## src/rtl/i2c_bus_arbiter_if.sv

```systemverilog
// Shared-bus connection bundle between the I2C bus arbiter and its requesters.
interface i2c_bus_arbiter_if #(
  parameter int REQUESTER_COUNT = 4
);
  logic [REQUESTER_COUNT-1:0] request;
  logic [REQUESTER_COUNT-1:0] grant;
  logic [REQUESTER_COUNT-1:0] scl_output_in;
  logic [REQUESTER_COUNT-1:0] sda_output_in;
  logic                       scl_output;
  logic                       sda_output;
  logic                       busy;
  logic                       timeout;

  // Requester side.
  modport master (
    output request, scl_output_in, sda_output_in,
    input  grant, scl_output, sda_output, busy, timeout
  );

  // Arbiter side.
  modport slave (
    input  request, scl_output_in, sda_output_in,
    output grant, scl_output, sda_output, busy, timeout
  );
endinterface

```

## src/rtl/i2c_bus_arbiter.sv

```systemverilog
// Round-robin arbiter sharing one open-drain I2C bus, with a bus-free gap between grants.
// Optional grant watchdog with per-requester lockout: define I2C_BUS_ARBITER_TIMEOUT_EN.
module i2c_bus_arbiter #(
  parameter int REQUESTER_COUNT = 4,
  parameter int GAP_CYCLES      = 500,
  parameter int TIMEOUT_CYCLES  = 10_000_000
) (
  input logic         clock,
  input logic         reset_n,
  i2c_bus_arbiter_if.slave bus
);

  localparam int unsigned RC = REQUESTER_COUNT;
  localparam int          PW = $clog2(REQUESTER_COUNT);
  localparam logic [15:0] GAP_LOAD = 16'(GAP_CYCLES - 1);
  localparam logic [RC-1:0] ONE = {{(RC-1){1'b0}}, 1'b1};

  if (REQUESTER_COUNT < 2 || REQUESTER_COUNT > 16) begin : g_bad_count
    $error("REQUESTER_COUNT out of range");
  end
  if (GAP_CYCLES < 1 || GAP_CYCLES > 65535) begin : g_bad_gap
    $error("GAP_CYCLES out of range");
  end
  if (TIMEOUT_CYCLES < 2) begin : g_bad_timeout
    $error("TIMEOUT_CYCLES out of range");
  end

  typedef enum logic [1:0] {IDLE, GRANTED, GAP} state_t;

  state_t          state;
  logic [RC-1:0]   grant_q;
  logic [PW-1:0]   pointer;
  logic [PW-1:0]   winner;
  logic [15:0]     gap_count;
  logic [RC-1:0]   eligible;
  logic            found;
  logic [PW-1:0]   pick;
  logic [PW-1:0]   pick_next;

`ifdef I2C_BUS_ARBITER_TIMEOUT_EN
  localparam logic [31:0] WD_LIMIT = 32'(TIMEOUT_CYCLES - 1);
  logic [31:0]   watchdog;
  logic [RC-1:0] lockout;
  logic          timeout_q;

  assign eligible = bus.request & ~lockout;
`else
  assign eligible = bus.request;
`endif

  // First eligible requester scanning upward from the pointer, wrapping at RC.
  always_comb begin
    int unsigned idx;
    found = 1'b0;
    pick  = '0;
    idx   = 0;
    for (int unsigned i = 0; i < RC; i++) begin
      idx = 32'(pointer) + i;
      if (idx >= RC) idx = idx - RC;
      if (!found && eligible[PW'(idx)]) begin
        found = 1'b1;
        pick  = PW'(idx);
      end
    end
    pick_next = (pick == PW'(RC - 1)) ? '0 : pick + PW'(1);
  end

  always_ff @(posedge clock or negedge reset_n) begin
    if (!reset_n) begin
      state     <= IDLE;
      grant_q   <= '0;
      pointer   <= '0;
      winner    <= '0;
      gap_count <= '0;
`ifdef I2C_BUS_ARBITER_TIMEOUT_EN
      watchdog  <= '0;
      lockout   <= '0;
      timeout_q <= 1'b0;
`endif
    end else begin
`ifdef I2C_BUS_ARBITER_TIMEOUT_EN
      // A lockout bit survives only while its request stays high.
      lockout   <= lockout & bus.request;
      timeout_q <= 1'b0;
`endif
      case (state)
        IDLE: begin
          if (found) begin
            grant_q <= ONE << pick;
            winner  <= pick;
            pointer <= pick_next;
            state   <= GRANTED;
`ifdef I2C_BUS_ARBITER_TIMEOUT_EN
            watchdog <= '0;
`endif
          end
        end
        GRANTED: begin
          if (!bus.request[winner]) begin
            grant_q   <= '0;
            gap_count <= GAP_LOAD;
            state     <= GAP;
          end
`ifdef I2C_BUS_ARBITER_TIMEOUT_EN
          else if (watchdog == WD_LIMIT) begin
            grant_q         <= '0;
            gap_count       <= GAP_LOAD;
            state           <= GAP;
            timeout_q       <= 1'b1;
            lockout[winner] <= 1'b1;
          end else begin
            watchdog <= watchdog + 32'd1;
          end
`endif
        end
        GAP: begin
          if (gap_count == '0) state <= IDLE;
          else                 gap_count <= gap_count - 16'd1;
        end
        default: state <= IDLE;
      endcase
    end
  end

  // grant_q is one-hot or zero, so AND-ing released lines passes only the owner's drive.
  assign bus.grant      = grant_q;
  assign bus.scl_output = &(bus.scl_output_in | ~grant_q);
  assign bus.sda_output = &(bus.sda_output_in | ~grant_q);
  assign bus.busy       = (state != IDLE);
`ifdef I2C_BUS_ARBITER_TIMEOUT_EN
  assign bus.timeout    = timeout_q;
`else
  assign bus.timeout    = 1'b0;
`endif

endmodule

```

## src/flat_wrapper.sv

```systemverilog
// flat-port wrapper written by rule: the top's interface ports become plain ports
module i2c_bus_arbiter_flat 
#(
  parameter int REQUESTER_COUNT = 4,
  parameter int GAP_CYCLES      = 500,
  parameter int TIMEOUT_CYCLES  = 10_000_000
)
  (clock, reset_n, bus_request, bus_scl_output_in, bus_sda_output_in, bus_grant, bus_scl_output, bus_sda_output, bus_busy, bus_timeout);
  i2c_bus_arbiter_if #(.REQUESTER_COUNT(REQUESTER_COUNT)) bus_i ();
  input logic clock;
  input logic reset_n;
  input wire logic [$bits(bus_i.request)-1:0] bus_request;
  input wire logic [$bits(bus_i.scl_output_in)-1:0] bus_scl_output_in;
  input wire logic [$bits(bus_i.sda_output_in)-1:0] bus_sda_output_in;
  output wire logic [$bits(bus_i.grant)-1:0] bus_grant;
  output wire logic [$bits(bus_i.scl_output)-1:0] bus_scl_output;
  output wire logic [$bits(bus_i.sda_output)-1:0] bus_sda_output;
  output wire logic [$bits(bus_i.busy)-1:0] bus_busy;
  output wire logic [$bits(bus_i.timeout)-1:0] bus_timeout;
  assign bus_i.request = bus_request;
  assign bus_i.scl_output_in = bus_scl_output_in;
  assign bus_i.sda_output_in = bus_sda_output_in;
  assign bus_grant = bus_i.grant;
  assign bus_scl_output = bus_i.scl_output;
  assign bus_sda_output = bus_i.sda_output;
  assign bus_busy = bus_i.busy;
  assign bus_timeout = bus_i.timeout;
  i2c_bus_arbiter #(.REQUESTER_COUNT(REQUESTER_COUNT), .GAP_CYCLES(GAP_CYCLES), .TIMEOUT_CYCLES(TIMEOUT_CYCLES)) u_core (.clock(clock), .reset_n(reset_n), .bus(bus_i));
endmodule
```

## config.mk

```make
export PLATFORM = sky130hd
export DESIGN_NAME = i2c_bus_arbiter_flat
export DESIGN_NICKNAME = d
export VERILOG_FILES = /design/src/rtl/i2c_bus_arbiter_if.sv /design/src/rtl/i2c_bus_arbiter.sv /design/src/flat_wrapper.sv
export SDC_FILE = /design/constraint.sdc
export NUM_CORES = 1
export LEC_CHECK = 0
export ABC_AREA = 0
export CELL_PAD_IN_SITES_DETAIL_PLACEMENT = 1
export CELL_PAD_IN_SITES_GLOBAL_PLACEMENT = 1
export CORE_AREA = 2 2 62 64
export CTS_BUF_LIST = sky130_fd_sc_hd__clkbuf_16
export CTS_CLUSTER_SIZE = 14
export DETAILED_ROUTE_END_ITERATION = 10
export DIE_AREA = 0 0 64 66
export DONT_BUFFER_PORTS = 1
export GPL_ROUTABILITY_DRIVEN = 0
export PLACE_DENSITY_LB_ADDON = 0.12
export SYNTH_ARGS = -nofsm -noshare
export SYNTH_HDL_FRONTEND = slang
export SYNTH_SLANG_ARGS = --single-unit
```

## constraint.sdc

```tcl
create_clock -name clock -period 5.88 [get_ports clock]
set_input_delay 0.882 -clock clock [delete_from_list [all_inputs] [get_ports clock]]
set_output_delay 0.882 -clock clock [all_outputs]
set_load 0.03 [all_outputs]
```

== After elaboration in Yosys (flattened, before gate mapping) ==
Index checks and enable logic that the tools add are counted.

* Register bits after elaboration: 26
* Bits of input ports: 14
* Output and inout port bits: 8
* Word-level logic and storage cells: 84

* $add $sub $neg: 9
* Magnitude comparators: 9
* Eq/ne operators: 7
* Shift-type cells: 1
* Muxes and demuxes: 33
* Bitwise logic cells: 3
* Reduce and logical (&&, ||, !) cells: 17

{| class="wikitable"
|+ Operators by type and width
! cell !! number
|-
| $mux W16 || 2
|-
| $pmux W16 S2 || 1
|-
| $mux W2 || 12
|-
| $logic_not A16 Y1 || 1
|-
| $sub A16 B1 Y16 const B || 1
|-
| $lt A2 B3 Y1 const B || 5
|-
| $bmux W1 S2 || 5
|-
| $ge A3 B3 Y1 const B || 3
|-
| $mux W1 || 9
|-
| $reduce_and A3 Y1 || 3
|-
| $mux W4 || 2
|-
| $or A4 B4 Y4 || 2
|-
| $pmux W4 S2 || 1
|-
| $reduce_and A4 Y1 || 2
|-
| $sub A2 B1 Y2 const B || 4
|-
| $add A2 B2 Y3 const B || 2
|-
| $pmux W2 S3 || 1
|-
| $reduce_bool A2 Y1 || 3
|-
| $eq A2 B2 Y1 const B || 2
|-
| $ne A2 B1 Y1 const B || 2
|-
| $ne A2 B2 Y1 const B || 2
|-
| $not A4 Y4 || 1
|-
| $shl A1 B2 Y4 const A || 1
|-
| $add A2 B1 Y3 const B || 1
|-
| other kinds (7) || 11
|}

== Longest topological paths before layout ==
* Word-level depth: 17
* Mapped depth: 9
* Mapped depth without buffers: 9

== Worst setup path before layout ==
OpenSTA, ideal clock, no wires.

* Path type: input -> output
* From: in bus_scl_output_in[2]
* To: out bus_scl_output
* Arrival: 1.740 ns
* Required time: 4.998 ns
* Setup slack: 3.258 ns
* Cell stages on the path: 2
* Path buffers: 0
* Path through: inv_1 > a221oi_1

* Cells in the longest elaborated chain, start to end: 2

{| class="wikitable"
|+ Ends and longest elaborated chain
! what !! line !! RTL
|-
| start: declaration || flat_wrapper.sv:13 || <nowiki>input wire logic [$bits(bus_i.scl_output_in)-1:0] bus_scl_output_in;</nowiki>
|-
| $or A4 B4 Y4 || i2c_bus_arbiter.sv:127 || <nowiki>assign bus.scl_output = &(bus.scl_output_in | ~grant_q);</nowiki>
|-
| $reduce_and A4 Y1 || i2c_bus_arbiter.sv:127 ||
|-
| end: declaration || flat_wrapper.sv:16 || <nowiki>output wire logic [$bits(bus_i.scl_output)-1:0] bus_scl_output;</nowiki>
|}

Every way passes these cells.

== Final worst setup path ==
* From: reg u_core.grant_q[0] (netlist: u_core.bus.grant[0])
* To: out bus_scl_output

* Cells in the longest elaborated chain, start to end: 3

{| class="wikitable"
|+ Ends and longest elaborated chain
! what !! line !! RTL
|-
| start: declaration || i2c_bus_arbiter.sv:31 || <nowiki>logic [RC-1:0] grant_q;</nowiki>
|-
| start signal: assignment || i2c_bus_arbiter.sv:89 || <nowiki>grant_q <= ONE << pick;</nowiki>
|-
| $not A4 Y4 || i2c_bus_arbiter.sv:127 ||
|-
| $or A4 B4 Y4 || i2c_bus_arbiter.sv:127 ||
|-
| $reduce_and A4 Y1 || i2c_bus_arbiter.sv:127 ||
|}

Every way passes these cells.

==> results_dict.tcl <==
set metrics [dict create \
    outcome "finished, final reports clean" \
    rsz_0062_raised_after_global_routing "no" \
    timing.hold.ws_ns 0.3121 \
    critical_path.top_delay_family "compound AO/OA/AOI/OAI gates" \
    cellPowerDensity_nw_per_um2 415.6 \
    crit_type "flop to primary output" \
    yosysWarnings 0 \
    finalClockSkew_ns 0.004352 \
    netlist_instances 202 \
    ys_seq_area_share_pct 37.38 \
    detail_route.first_pass.iterations 4 \
    postPlaceCellArea_um2 1784 \
    initial_core_util_pct 49.01 \
    maxClockFrequency_mhz 369.7 \
    grt_pass1_wl_um 7527 \
    reg2reg_slack_ns 3.43 \
    gr-usage-all-layers_pct 23.03 \
    power.static_leakage_uw 0.0008131 \
    final_cell_mix "26 x sky130_fd_sc_hd__dfrtp_1, 22 x sky130_fd_sc_hd__nand2_1, 19 x sky130_fd_sc_hd__inv_1" \
    clkSinkCount 26 \
    core_rows 22 \
    clock_tree.root_cell "sky130_fd_sc_hd__clkbuf_16" \
    global_route.overflow_total 0 \
    critical_path.max_stage_delay_ns 0.83 \
    critPathBufInv 1 \
    detail_route.drc_violations 0 \
    initialDrtViolationCount 66 \
    critPathCaptureType "primary output" \
    vdd_drop_max_mv 0.1130 \
    comb_power_share_pct 47.3 \
    timing.final.crit_period_ns 2.705 \
    post-cts-setup-buffer-count 0 \
    internal_power_uw 425.8 \
    floorplan_die_width_um 64 \
    wl_per_cell_um 17.55 \
    dp.final_hpwl_um 3283 \
    num-nets-final 225 \
    design.die.area_um2 4224 \
    dr_total_vias 1550 \
    netSwitchingPower_uw 346.9 \
    timing.critical_path.from_type "flop" \
    timing.critical_path.fanout_max 4 \
    clockPowerShare_pct 19.1 \
    tritoncts.num_buffers 3 \
    area_growth_synth_to_finish_pct 6.829 \
    postSynth.topFlopCell "sky130_fd_sc_hd__dfrtp_1" \
    layout-drive-gt1-share_pct 7.960 \
    totalWireLength_um 4371 \
    critical_path_depth 3 \
    synth_edf_count 0 \
    max-cap-violations 0 \
    critPathArrivalTime_ns 1.82 \
    switching_share_pct 44.90 \
    leading_cell_type_in_the_layout_fill_and_taps_excluded "sky130_fd_sc_hd__dfrtp_1" \
    slew_violations 0 \
    antenna_found_initial 0 \
    worstReg2RegStart "u_core.state[0]$_DFFE_PN0P_" \
    ys_async_sr_fraction_pct 100.0 \
    place.port_buffers 0 \
    yosys.cell_types.count 55 \
    postRouteAntennaNets 0 \
    rr_worst_depth 7 \
    cp_data_required_time_ns 5.00 \
    inserted_diodes 0 \
    total_non_filler_cell_area_in_the_finished_layout_um2 1859 \
    floorplan.io_pins 22 \
    period_share_pct 46.00 \
    post_cts.resized_instances 0 \
    avgViaCountPerCell 6.225 \
    synth-seq-cells 26 \
    worstReg2RegEnd "u_core.gap_count[11]$_DFFE_PN0P_" \
    sequential_power_share_pct 33.6 \
    design_power_total_uw 772.7 \
    postSynthAreaPerCell_um2 8.616 \
    summed_negative_setup_slack_over_all_endpoints_ns 0 \
    critical-path-slowest-cell "sky130_fd_sc_hd__a221oi_1" \
    report.final.setup_viol 0 \
    slew-limit-headroom_pct 40.31 \
    postSynthNetCount 224 \
    max_slew.worst_pin.slew_ns 1.046 \
    htreeDepth 1 \
    core_area_um2 3551 \
    grt_max_degree 27 \
    first_global_vias 1631 \
    post_synthesis_cell_area_um2 1740 \
    maximum_root_to_sink_buffer_count 2 \
    min-delay-path-class "input pin to asynchronous set/reset pin" \
    n_fill_cell 434 \
    clkSlewWorstSetupHoldPaths_ns 0.06 \
    hold_viol 0 \
    timing.critical_path.cells "inv_1 > o22ai_1 > a221oi_1" \
    worst_skew_pair.late_latency_ns 0.26 \
    hold_buffers 0 \
    die_y_extent_um 66 \
    cts_tree "done" \
]
==> cell usage after synthesis, drive strengths merged, types with 3 or more instances <==
master  instances  share of area (%)
or2             3                1.1
dfrtp          26                 37
a31oi           6                2.2
ha              8                5.8
a21oi           9                2.8
nand3           9                2.6
nand2b          3                1.1
nor3            3               0.86
nand2          23                5.1
nor4            4                2.7
o21ai          16                4.6
inv            19                4.1
or3             5                1.8
o22ai           4                1.4
nor2           15                3.8
mux2i           4                2.3
o221ai          3                1.5
clkbuf          3               0.65
==> flip-flops by register name, summed over array words and instances (netlist names) <==
signal / flops
u_core.pointer: 2
u_core.gap_count: 16
u_core.state: 2
u_core.winner: 2
u_core.bus.grant: 4
==> cell type report <==
| type | instances | area (um^2) | area share (%) |
|---|---|---|---|
| Multi-Input combinational cell | 152 | 994.7 | 53.50 |
| Timing Repair Buffer | 1 | 7.507 | 0.4038 |
| Inverter | 19 | 71.32 | 3.836 |
| Tap cell | 48 | 60.06 | 3.230 |
| Sequential cell | 26 | 650.6 | 34.99 |
| Clock buffer | 3 | 75.07 | 4.038 |
==> metrics by stage <==
step                util [%]  setup slack [ns]  cells
detailed placement     50.25             3.205    246
global placement       50.25             3.222    246
finish                 52.36             3.175    249
CTS                    52.36             3.163    249
floorplan                  -             3.258    202
global route           52.36             3.064    249
==> cells by family (layout without fill, tap and decap cells) <==
family	Yosys count	in the layout	synth area share [%]
AOI/OAI and AO/OA	60	60	23.44
buffers and inverters	24	23	5.464
other	1	1	0.2155
adders and majority gates	8	8	5.751
and+or+nand+nor	77	77	24.16
DFF	26	26	37.38
muxes	6	6	3.595
==> power by group through the flow <==
| stage | sequential [uW] | clock, uW | combinational (uW) |
|---|---|---|---|
| 4_1_cts | 260 | 152 | 370 |
| 3_3_place_gp | 258 | 0 | 349 |
| 2_1_floorplan | 253 | 0 | 278 |
| 3_5_place_dp | 263 | 0 | 370 |
| 5_1_grt | 265 | 161 | 407 |
| 6_report | 260 | 148 | 365 |
==> how the worst max path moves through the flow <==
stage	startpoint	to	slack [ns]
floorplan	bus_scl_output_in[2]	bus_scl_output	3.26
global placement	bus_scl_output_in[2]	bus_scl_output	3.22
detailed placement	bus_scl_output_in[2]	bus_scl_output	3.21
CTS	u_core.bus.grant[0]$_DFFE_PN0P_	bus_scl_output	3.16
global route	u_core.bus.grant[0]$_DFFE_PN0P_	bus_scl_output	3.06
finish	u_core.bus.grant[0]$_DFFE_PN0P_	bus_scl_output	3.18
==> metal layers <==
layer	up-vias	global-route usage, %	routed length [um]
met5	-	0	0
met4	0	9.783	72
met3	6	2.896	148
met2	38	45.96	2416
met1	771	23.82	1734
li1	735	-	-
Power figures use the tool's default switching activity.
